### config.mk
export PLATFORM = sky130hd
export DESIGN_NAME = wb_arbiter
export DESIGN_NICKNAME = d
export VERILOG_FILES = /design/src/rtl/wb_arbiter_pkg.sv /design/src/rtl/rr_arb2.sv /design/src/rtl/wb_arbiter.sv
export SDC_FILE = /design/constraint.sdc
export NUM_CORES = 1
export LEC_CHECK = 0
export BUFFER_PORTS_ARGS = -buffer_cell sky130_fd_sc_hd__buf_2
export CORE_MARGIN = 1
export CORE_UTILIZATION = 25
export CTS_CLUSTER_SIZE = 40
export DETAILED_ROUTE_END_ITERATION = 8
export GPL_ROUTABILITY_DRIVEN = 0
export GPL_TIMING_DRIVEN = 0
export PLACE_DENSITY = 0.46
export SLEW_MARGIN = 20
export SYNTH_ARGS = -nofsm -noshare
export SYNTH_HDL_FRONTEND = slang
export SYNTH_SLANG_ARGS = --single-unit
### constraint.sdc
create_clock -name clk -period 2.49 [get_ports clk]
set_input_delay 0.1245 -clock clk [delete_from_list [all_inputs] [get_ports clk]]
set_output_delay 0.1245 -clock clk [all_outputs]
set_load 0.03 [all_outputs]
### src/rtl/wb_arbiter_pkg.sv
// wb_arbiter_pkg: shared core constants (data width, register count, requester encoding)
package wb_arbiter_pkg;
    localparam int CORE_XLEN = 32;
    localparam int CORE_NREG = 32;
    localparam int REQ_MEM   = 0;
    localparam int REQ_ALU   = 1;
endpackage

### src/rtl/rr_arb2.sv
// rr_arb2: two-input round-robin arbiter with a pointer register
//   clk, rst : clock, asynchronous active-high reset
//   req      : request vector indexed by REQ_MEM / REQ_ALU
//   gnt      : one-hot grant, combinational from req and the pointer; zero during reset
module rr_arb2
    import wb_arbiter_pkg::*;
(
    input  logic       clk,
    input  logic       rst,
    input  logic [1:0] req,
    output logic [1:0] gnt
);
    // index of the requester that wins the next conflict
    logic prio;

    always_comb gnt = rst ? 2'b00 : (&req) ? (2'b01 << prio) : req;

    // the pointer only moves on conflicts, handing priority to the loser
    always_ff @(posedge clk or posedge rst)
        if (rst) prio <= 1'(REQ_MEM);
        else if (&req) prio <= ~prio;
endmodule

### src/rtl/wb_arbiter.sv
// wb_arbiter: register-file writeback arbiter between ALU and load unit, with pending-write scoreboard
//   clk, rst                     : clock, asynchronous active-high reset
//   alu_valid/alu_ready/rd/data  : ALU writeback request and grant
//   mem_valid/mem_ready/rd/data  : load-unit writeback request and grant
//   issue_valid/issue_rd         : issued instruction that will write issue_rd
//   write_en/writereg_addr/data  : registered register-file write port (1-cycle latency)
//   busy                         : per-register pending-write scoreboard
module wb_arbiter
    import wb_arbiter_pkg::*;
#(
    parameter int XLEN = CORE_XLEN,
    parameter int NREG = CORE_NREG
) (
    input  logic            clk,
    input  logic            rst,
    input  logic            alu_valid,
    output logic            alu_ready,
    input  logic [4:0]      alu_rd,
    input  logic [XLEN-1:0] alu_data,
    input  logic            mem_valid,
    output logic            mem_ready,
    input  logic [4:0]      mem_rd,
    input  logic [XLEN-1:0] mem_data,
    input  logic            issue_valid,
    input  logic [4:0]      issue_rd,
    output logic            write_en,
    output logic [4:0]      writereg_addr,
    output logic [XLEN-1:0] write_data,
    output logic [NREG-1:0] busy
);
    logic [1:0]      req, gnt;
    logic            xfer;
    logic [4:0]      sel_rd;
    logic [XLEN-1:0] sel_data;
    logic [NREG-1:0] set_mask, clr_mask, busy_next;

    always_comb begin
        req[REQ_MEM] = mem_valid;
        req[REQ_ALU] = alu_valid;
    end

    rr_arb2 u_arb (
        .clk (clk),
        .rst (rst),
        .req (req),
        .gnt (gnt)
    );

    assign alu_ready = gnt[REQ_ALU];
    assign mem_ready = gnt[REQ_MEM];
    assign xfer      = |gnt;
    assign sel_rd    = gnt[REQ_ALU] ? alu_rd : mem_rd;
    assign sel_data  = gnt[REQ_ALU] ? alu_data : mem_data;

    // clear targets the register whose write asserts on this edge; set is applied last so it wins
    always_comb begin
        set_mask  = (issue_valid && issue_rd != 5'd0) ? (NREG'(1) << issue_rd) : '0;
        clr_mask  = (xfer && sel_rd != 5'd0) ? (NREG'(1) << sel_rd) : '0;
        busy_next = (busy & ~clr_mask) | set_mask;
    end

    always_ff @(posedge clk or posedge rst)
        if (rst) begin
            write_en      <= 1'b0;
            writereg_addr <= '0;
            write_data    <= '0;
            busy          <= '0;
        end else begin
            write_en      <= xfer && sel_rd != 5'd0;
            writereg_addr <= sel_rd;
            write_data    <= sel_data;
            busy          <= busy_next;
        end
endmodule

== Yosys cells after proc, flatten, opt, wreduce, memory -nomap -nowiden ==
Cells that the tools add are included.
W data, S select, Z words.
Cells by class
  shift-type cells: 3
  mux-type cells: 6
  reduce and logical (&&, ||, !) cells: 6
  bitwise operators: 4
Operators with widths (number)
  $mux W32: 3
  $shl A1 B5 Y32 const A: 2
  $and A32 B32 Y32: 1
  $not A32 Y32: 1
  $or A32 B32 Y32: 1
  $reduce_bool A5 Y1: 2
  $mux W5: 1
  $mux W2: 2
  $logic_and A1 B1 Y1: 2
  $reduce_and A2 Y1: 1
  $reduce_or A2 Y1: 1
  $shl A1 B1 Y2 const A: 1
  $not A1 Y1: 1
Storage, ports and cells
  output and inout port bits: 72
  bits of input ports: 84
  word-level logic and storage cells: 24
  register bits after elaboration: 71

== Depth between registers and ports, before layout ==
Gate-level depths: netlist (run 1).
  word-level depth: 10
  gate-level depth with buffers: 7

== Hierarchy ==
A second synthesis (run 1) with hierarchy kept.
Second synthesis, totals
  cells, all modules: 243
  area total of the unflattened synthesis: 3231.8 µm²
Modules (own cells, without submodules)
  wb_arbiter: area each 3168.0 µm², sequential area each 1751.7 µm², times used 1, cells an instance 235
  rr_arb2: area each 63.8 µm², sequential area each 25.0 µm², times used 1, cells an instance 8

== Least setup slack after synthesis (run 1) ==
OpenSTA, ideal clock, no wires.
  path type: input to register
  from: input rst
  to: register busy[21]
  library setup time: 145 ps
  arrival: 2700 ps
  stages on the path: 4
  data required time: 2345 ps
  path slack: -355 ps
  cell sequence: inv_1 o21ai_0 a21oi_2 o221ai_1
Between the ends
  cells in the longest elaborated chain, start to end: 8
Ends and longest elaborated chain
  from (decl): RTL line wb_arbiter.sv:15  | input logic rst,
  $mux W2 (*): RTL line rr_arb2.sv:16  | always_comb gnt = rst ? 2'b00 : (&req) ? (2'b01 << prio) : req;
  $mux W5: RTL line wb_arbiter.sv:52  | assign sel_rd = gnt[REQ_ALU] ? alu_rd : mem_rd;
  $reduce_bool A5 Y1: RTL line wb_arbiter.sv:58  | clr_mask = (xfer && sel_rd != 5'd0) ? (NREG'(1) << sel_rd) : '0;
  $logic_and A1 B1 Y1: RTL line wb_arbiter.sv:58
  $mux W32 (*): RTL line wb_arbiter.sv:58
  $not A32 Y32 (*): RTL line wb_arbiter.sv:59  | busy_next = (busy & ~clr_mask) | set_mask;
  $and A32 B32 Y32 (*): RTL line wb_arbiter.sv:59
  $or A32 B32 Y32 (*): RTL line wb_arbiter.sv:59
  net busy_next[21]: RTL line wb_arbiter.sv:35  | logic [NREG-1:0] set_mask, clr_mask, busy_next;
  to (signal assigned): RTL line wb_arbiter.sv:72  | busy <= busy_next;
  to (decl): RTL line wb_arbiter.sv:29  | output logic [NREG-1:0] busy
The timed path passes the listed nets; every way through them passes the cells marked *.
A chain may end at the register's enable or synchronous reset.

== Final worst setup path (run 1) ==
  from: input rst
  to: register busy[23]
The elaborated chain is that of the path after synthesis.

==> metrics list, run 1 <==
- Number of antenna violations at the first check in global routing: 0
* Total number of placement rows: 41
- Most area-hungry cell type in the Yosys netlist: sky130_fd_sc_hd__dfrtp_1
- Die area: 13900 um^2
* Sequential share of power: 0.371
- Setup violations remaining at the end of the flow were counted as 0.
* Clk_skew: 0.00289 ns
- The setup path with the least slack is of type in2reg.
- Antenna diodes: 0
* Post-place instance area: 4380 um^2
- Proportion of synthesized chip area in sequential cells: 0.530
- Buffers added on ports: 153
- # H-tree levels: 3
- Synthesized instance count: 371
- The tool flagged a number of max-cap violations equal to 0.
* Fraction of layout instances using a drive strength above 1: 0.310
- The worst path meets setup with 0.342 ns of slack.
- Compared with the post-synthesis result, the final layout area differs by 58.9%.
- Measured slew at the worst slew-check pin: 0.784 ns
- Clock tree root buffer cell: sky130_fd_sc_hd__clkbuf_16
- Cell total after placement: 698
* Post-synth cell types: 38
- Starting utilization of the core area: 0.261
* Worst hold margin: 0.0448 ns
- Mapped Nets: 455
- Total global routing overflow: 0
- After synthesis the cells add up to 3350 um^2.
- Clock transition at the registers of the reported paths: 0.06 ns
* Worst-path cell chain: dlygate4sd3_1, buf_2, clkinvlp_4, buf_12, o21ai_0, a21oi_2, o221ai_1
- Fillcell total: 1296
* Placeable core region: 12800 um^2
- In this run, synthesis produced a sequential element count of 71.
- The count of nets left with antenna violations once routing finished came out at 0.
- Hold Violations, Final: 0
- Counting I/O delays and the setup requirement, the final critical path takes 2.15 ns.
* Setup crit start kind: input port
- DIE HEIGHT: 118 um
- Internal power comes to 2.41 mW.
* Number of pins with negative max-slew slack in the final report: 0
- Of the total power, the clock network draws 0.381.
- Num ports: 156
- The synthesized design contains 0 enable-type register cells.
- At the later pin of the worst-skew pair, clock insertion delay measures 0.34 ns.
* DR vias/cell: 4.55
* Post-CTS repair timing setup buffer count: 0
- Sink count of the clock tree: 71
* Net total in the final layout: 686
* Remaining routing DRC violations: 0
- The min-delay analysis places its worst path in the category in2reg.
- The clock passes through at most 2 buffers.
- Fraction of synthesis flops using an asynchronous set or reset pin: 1.00
* CP arrival: 2.33 ns
- The most used flip-flop cell after synthesis is sky130_fd_sc_hd__dfrtp_1.
- At the end of the flow the core is filled with cells to 0.415.
* Net switching fraction of the power: 0.303
* Via count of the routed design: 3543
- Cell type group with the largest total delay on the critical path: buffers and inverters
- TritonCTS built the clock tree.
- Ranked by instance count, the synthesized netlist is headed by 119 x sky130_fd_sc_hd__nand2_1, 71 x sky130_fd_sc_hd__dfrtp_1, 35 x sky130_fd_sc_hd__inv_1.
- The number of gates resized after CTS was 0.
- For this run, the top clock speed supported by timing is 466 MHz.
- Crit path buffers/inverters: 4
- After the flow finishes, the layout carries non-filler instances totaling 778.
* Detailed router's first-iteration violation count: 189
- Timing analysis after detailed placement gives a worst setup slack of 0.486 ns.
* Required time of the worst setup path: 2.68 ns
* Number of CTS-inserted buffers: 9
- Along the worst path, the maximum fanout reaches 27.
- Routed wire length per instance: 14.9 um
- Status: finished, final reports clean
- Pin count of the biggest net entering global routing: 33
* Ratio of total power to cell area: 648 nW/um^2
- The pre-antenna-repair detailed-routing pass consisted of 4 iterations.
* Cell with the largest stage delay on the worst path: sky130_fd_sc_hd__dlygate4sd3_1
- Aggregate global-route resource usage: 0.173
- Of the total power, combinational logic draws 0.247.
- After routing the design area is 5330 um^2.
- Of the available clock period, the critical path in the final layout requires 0.863.
- Setup repair after global routing left no endpoint under its margin.
- From left edge to right edge, the die measures 118 um.
- The analysis attributes to net switching a power of 1.05 mW.
- A synthesized cell averages 9.03 um^2.
- The analysis attributes to cell leakage a power of 2.72 nW.
* Post-detailed-routing wire length: 11.6 mm
- Dominant cell by count in the synthesized netlist: sky130_fd_sc_hd__nand2_1
- STA classifies the critical path endpoint as a register.
- Max incr delay on CP: 0.54 ns
* First-pass GRT wire length: 18.5 mm
* Highest ir drop seen on vdd: 0.000302 V
- The wire-length estimate of the detail-placed layout is 8.32 mm.
- The Yosys step of the flow raised 0 warnings.
- The number of global-route vias before repair is 3555.
* Top cells by area in the synthesized netlist: sky130_fd_sc_hd__dfrtp_1 53%, sky130_fd_sc_hd__nand2_1 13%, sky130_fd_sc_hd__inv_1 3.9%
- The worst pin sits at a relative slew slack of 0.477.
- The share of synthesized area in the top cell type comes to 0.530.
==> worst register-to-register path, cell delays in order (launching register included) <==
cell and delay [ns]:
sky130_fd_sc_hd__dfrtp_1 0.41, sky130_fd_sc_hd__nand2b_1 0.24, sky130_fd_sc_hd__nand2_4 0.14, sky130_fd_sc_hd__inv_1 0.11, sky130_fd_sc_hd__clkbuf_1 0.41, sky130_fd_sc_hd__nand2_1 0.13, sky130_fd_sc_hd__nand2_1 0.08, sky130_fd_sc_hd__dlygate4sd3_1 0.54
==> area by class of cell <==
cell class	count	area, um^2	share of cell area
sequential	71	1780	0.334
timing repair buffer	220	1460	0.273
multi-input combinational	251	1370	0.257
clock buffer	12	256	0.0482
tap	172	215	0.0404
inverter	35	135	0.0254
buffer	14	72.6	0.0136
clock inverter	3	42.5	0.00799
==> power by group through the flow <==
stage	combinational (mW)	clock [mW]	sequential [mW]
after global routing	0.923	1.40	1.29
after CTS	0.856	1.36	1.28
after global placement	0.711	0	1.30
after floorplan	0.272	0	1.48
after detailed placement	0.722	0	1.30
final	0.854	1.32	1.28
==> cell families (layout without fill, tap and decap cells) <==
logic type	after synthesis	after routing	share of synthesized area
AND/OR/NAND/NOR	186	186	0.258
flip-flops	71	71	0.530
AO/OA/AOI/OAI	64	64	0.148
buffers and inverters	49	284	0.0608
XOR/XNOR	1	1	0.00261
==> per-layer routing <==
layer	wire length (um)	up-vias	GRT usage
li1	-	1729	-
met1	4920	1688	0.215
met2	5780	109	0.283
met3	647	17	0.0465
met4	240	0	0.0673
met5	0	-	0
==> cells in the final DEF (no fill, tap or decap), drive strengths merged, types with 4 or more instances in the layout <==
| cell type | count |
|---|---|
| o21ai | 20 |
| buf | 161 |
| clkbuf | 20 |
| inv | 34 |
| dfrtp | 71 |
| nand2b | 4 |
| nor2b | 6 |
| a32oi | 12 |
| o2111ai | 4 |
| nand3 | 24 |
| nor2 | 10 |
| o211ai | 10 |
| dlygate4sd3 | 65 |
| o221ai | 8 |
| nand2 | 120 |
==> metrics by stage <==
| stage | setup TNS, ns | power, mW |
|---|---|---|
| final | 0 | 3.45 |
| after global routing | 0 | 3.62 |
| after CTS | 0 | 3.50 |
| after detailed placement | 0 | 2.02 |
| after global placement | -10.21 | 2.01 |
| after floorplan | 0 | 1.75 |
==> worst paths after layout <==
kind	from	end	slack, ns	cells past startpoint
setup / recovery	rst	busy[23]$_DFF_PP0_	0.34	7
hold / removal	mem_rd[3]	writereg_addr[3]$_DFF_PP0_	0.04	3
setup reg to reg	u_arb.prio$_DFFE_PP0P_	write_data[7]$_DFF_PP0_	0.36	7
hold reg to reg	busy[0]$_DFF_PP0_	busy[0]$_DFF_PP0_	0.46	1
max in group asynchronous	rst	write_data[31]$_DFF_PP0_	1.57	4
min in group asynchronous	rst	writereg_addr[1]$_DFF_PP0_	0.43	3
==> registers in the layout, indices dropped and copies added, names as in the netlist <==
| signal | count |
|---|---|
| writereg_addr | 5 |
| write_data | 32 |
| write_en | 1 |
| busy | 32 |
| u_arb.prio | 1 |
==> timing repair <==
action | CTS | global route
setup endpoints to repair | 0 | 0
hold buffers | 65 | 0
hold endpoints to repair | 45 | 0
Power figures use the tool's default switching activity.
==> run 2: changes to the inputs <==
clock period = 2.2 ns   (was 2.49 ns; I/O delays follow)
==> run 2 against run 1 <==
Compared with the run above:
- global-route usage stayed put
- power grew 13%
- core utilization increased by 0.098 points
- hold slack worse by 0.014 ns
- largest power group unchanged
- combinational power grew 14%
- critical endpoint is now write_data[7]$_DFF_PP0_
- first-iteration DRC count down 12%
- clock power rose by 13%
- cell count down 0.13%
- via count fell by 0.48%
==> metrics list, run 2 (same netlist as run 1, synthesis figures left out) <==
* Aggregate global-route resource usage: 0.173 (unchanged)
* Reg-to-reg startpoint: u_arb.prio$_DFFE_PP0P_ (unchanged)
- The critical path class is in2reg (unchanged).
- The cell count along the critical path came to 9 (was 7).
- The final sum of negative setup slack is 0 ns (unchanged).
- The final instance count without filler cells is 777 (was 778).
- The startpoint of the most critical hold path is mem_rd[3] (unchanged).
* Via count of the routed design: 3526 (was 3543)
* Worst Setup Slack, final: 0.0819 ns (was 0.342 ns)
- Measured slew at the worst slew-check pin: 0.747 ns (was 0.784 ns)
* Worst-path cell chain: dlygate4sd3_1, buf_2, nor2b_4, nand2_4, inv_1, clkbuf_1, nand2_1, nand2_1, dlygate4sd3_1 (was dlygate4sd3_1, buf_2, clkinvlp_4, buf_12, o21ai_0, a21oi_2, o221ai_1)
* Final Critical Period: 2.12 ns
* Number of iterations in the first detailed-routing pass: 4 (unchanged)
- The number of routed nets with antenna violations came to 0 (unchanged).
* First-pass GRT wire length: 18.5 mm (unchanged)
- Met3 track demand over resource in global routing: 0.0465 (unchanged)
- The height of the chip came to 118 um (unchanged).
- The minimum setup slack among reg-to-reg paths was 0.15 ns (was 0.36 ns).
- The clock latency at the later pin of the worst-skew pair came to 0.34 ns (about the same).
- Of the available clock period, the critical path in the final layout requires 0.963.
- The worst setup slack after placement was 0.211 ns (was 0.486 ns).
* Max incr delay on CP: 0.54 ns (about the same)
- The endpoint type of the worst setup path was a register (unchanged).
- The number of cells traversed by the worst register-to-register path was 7 (unchanged).
* Number of pins with negative max-slew slack in the final report: 0 (unchanged)
- Setup crit start kind: input port (unchanged)
- Status: finished, final reports clean (unchanged).
- Clock tree root buffer cell: sky130_fd_sc_hd__clkbuf_16 (unchanged)
- The final instance area came to 5340 um^2 (was 5330 um^2).
- The average via count per standard cell was 4.54 (was 4.55).
- The count of boundary I/O pins came to 156 (unchanged).
- Crit path buffers/inverters: 5 (was 4)
- Core occupancy in the finished layout: 0.416 (was 0.415)
- The worst clock skew was 0.00227 ns (was 0.00289 ns).
- Antenna diodes: 0 (unchanged)
- Placeable core region: 12800 um^2 (unchanged)
- End point of the worst hold path: writereg_addr[3]$_DFF_PP0_ (unchanged)
* Max Clk Rate: 472 MHz
- Most frequent cells in the layout: 156 x sky130_fd_sc_hd__buf_2, 119 x sky130_fd_sc_hd__nand2_1, 71 x sky130_fd_sc_hd__dfrtp_1 (was 157 x sky130_fd_sc_hd__buf_2, 119 x sky130_fd_sc_hd__nand2_1, 71 x sky130_fd_sc_hd__dfrtp_1).
* Cell type group with the largest total delay on the critical path: buffers and inverters (unchanged)
- The worst hold slack came to 0.0309 ns (was 0.0448 ns).
- Cell with the largest stage delay on the worst path: sky130_fd_sc_hd__dlygate4sd3_1 (unchanged)
- The number of placed cells counting well taps is 698 (unchanged).
* Fraction of layout instances using a drive strength above 1: 0.311 (was 0.310)
- The clock transition at the registers of the reported paths is 0.06 ns (about the same).
- Worst relative slew slack: 0.497 (was 0.477)
- Setup-failing EPs final: 0 (unchanged)
* Biggest regs: busy: 32 flops, write_data: 32 flops, writereg_addr: 5 flops (unchanged)
- The area enclosed by the die boundary was 13900 um^2 (unchanged).
- The total power is 3.91 mW (was 3.45 mW).
- The worst hold path cell count was 3 (unchanged).
- Synthesis-to-finish area growth: 59.3% (was 58.9%)
- The H-tree level count is 3 (unchanged).
- Total global routing overflow: 0 (unchanged)
- Sink count of the clock tree: 71 (unchanged)
* Pin count of the biggest net entering global routing: 33 (unchanged)
- The worst path arrival time is 2.40 ns (was 2.33 ns).
- Net total in the final layout: 685 (was 686)
* Final HPWL from detailed placement: 8.32 mm (unchanged)
- Post-place instance area: 4380 um^2 (unchanged)
- Required time of the worst setup path: 2.48 ns (was 2.68 ns)
- The final hold violation count came to 0 (unchanged).
- The number of antenna violations at the first check in global routing is 0 (unchanged).
- The most frequent standard cell in the layout excluding fill and tap cells is sky130_fd_sc_hd__buf_2 (unchanged).
* RSZ-0062 raised after global routing: true (was false)
- The power density of the placed cells was 733 nW/um^2 (was 648 nW/um^2).
- Number of CTS-inserted buffers: 9 (unchanged)
* Max-cap violations: 0 (unchanged)
- Leakage power figure: 2.72 nW (about the same)
* GR Util met2: 0.283 (unchanged)
- Met1 GRT Util: 0.215 (unchanged)
- The number of buffers inserted by port buffering is 153 (unchanged).
- The layer with the highest usage is met2 (unchanged).
- The starting utilization of the core area is 0.261 (unchanged).
- The final routed DRC violation total is 0 (unchanged).
- Routed wire length per instance: 14.9 um (about the same)
- The routed wire length came to 11.6 mm (about the same).
- The standard-cell row count is 41 (unchanged).
- Worst hold-check path type: in2reg (unchanged)
- Highest ir drop seen on vdd: 0.000341 V (was 0.000302 V)
* CTS tree: yes (unchanged)
* Detailed router's first-iteration violation count: 166 (was 189)
- The number of buffers on the longest clock path was 2 (unchanged).
* Fillcell total: 1299 (was 1296)
- The capturing point of the worst reg2reg path is write_data[7]$_DFF_PP0_ (unchanged).
* X dimension of the die: 118 um (unchanged)
- The biggest fanout along the worst timing path was 10 (was 27).
* Vias in the first global route: 3555 (unchanged)
==> run 2: cell types whose count changed in the layout (fill, tap and decap cells not counted), sizes merged <==
cell,delta
clkbuf,-1
==> run 2: layout make-up <==
class	instances	area [um^2]	share of cell area
clock buffers	12	256	0.0480
flip-flops and latches	71	1780	0.333
inverters	35	135	0.0253
multi-input cells	251	1390	0.260
clock inverters	3	42.5	0.00797
plain buffers	13	67.6	0.0127
repair buffers	220	1460	0.273
well taps	172	215	0.0403
==> run 2: worst reg2reg max path, delay by kind of cell (launching register included) <==
kind	cells	cell delay [ns]
buf+inv	3	1.05
simple gates	4	0.53
flops	1	0.41
==> run 2: report_power, final <==
group | internal, mW | switching (mW) | leakage [nW]
Sequential | 1.41 | 0.0406 | 0.750
Clock | 0.932 | 0.561 | 0.145
Combinational | 0.382 | 0.588 | 1.83
==> run 2: how the worst max path moves through the flow <==
stage / start / endpoint / slack (ns)
after global placement: rst / busy[23]$_DFF_PP0_ / -0.94
after CTS: rst / busy[23]$_DFF_PP0_ / 0.0001
after global routing: rst / write_data[26]$_DFF_PP0_ / -0.08
final: rst / write_data[7]$_DFF_PP0_ / 0.08
after floorplan: rst / busy[19]$_DFF_PP0_ / 0.24
after detailed placement: rst / busy[23]$_DFF_PP0_ / 0.21
==> run 2: timing repair <==
item | CTS | global route
hold buffers | 65 | 0
gates resized for setup | 0 | 4
buffers inserted | 0 | 0
endpoints found under the hold margin | 45 | 0
endpoints found under the setup margin | 0 | 36
==> run 2: metal layers <==
metal  wire length [um]  share of wire  vias up
li1                   -              -     1726
met1               4930           0.43     1670
met2               5750           0.50      114
met3                679          0.059       16
met4                221          0.019        0
met5                  0              0        -
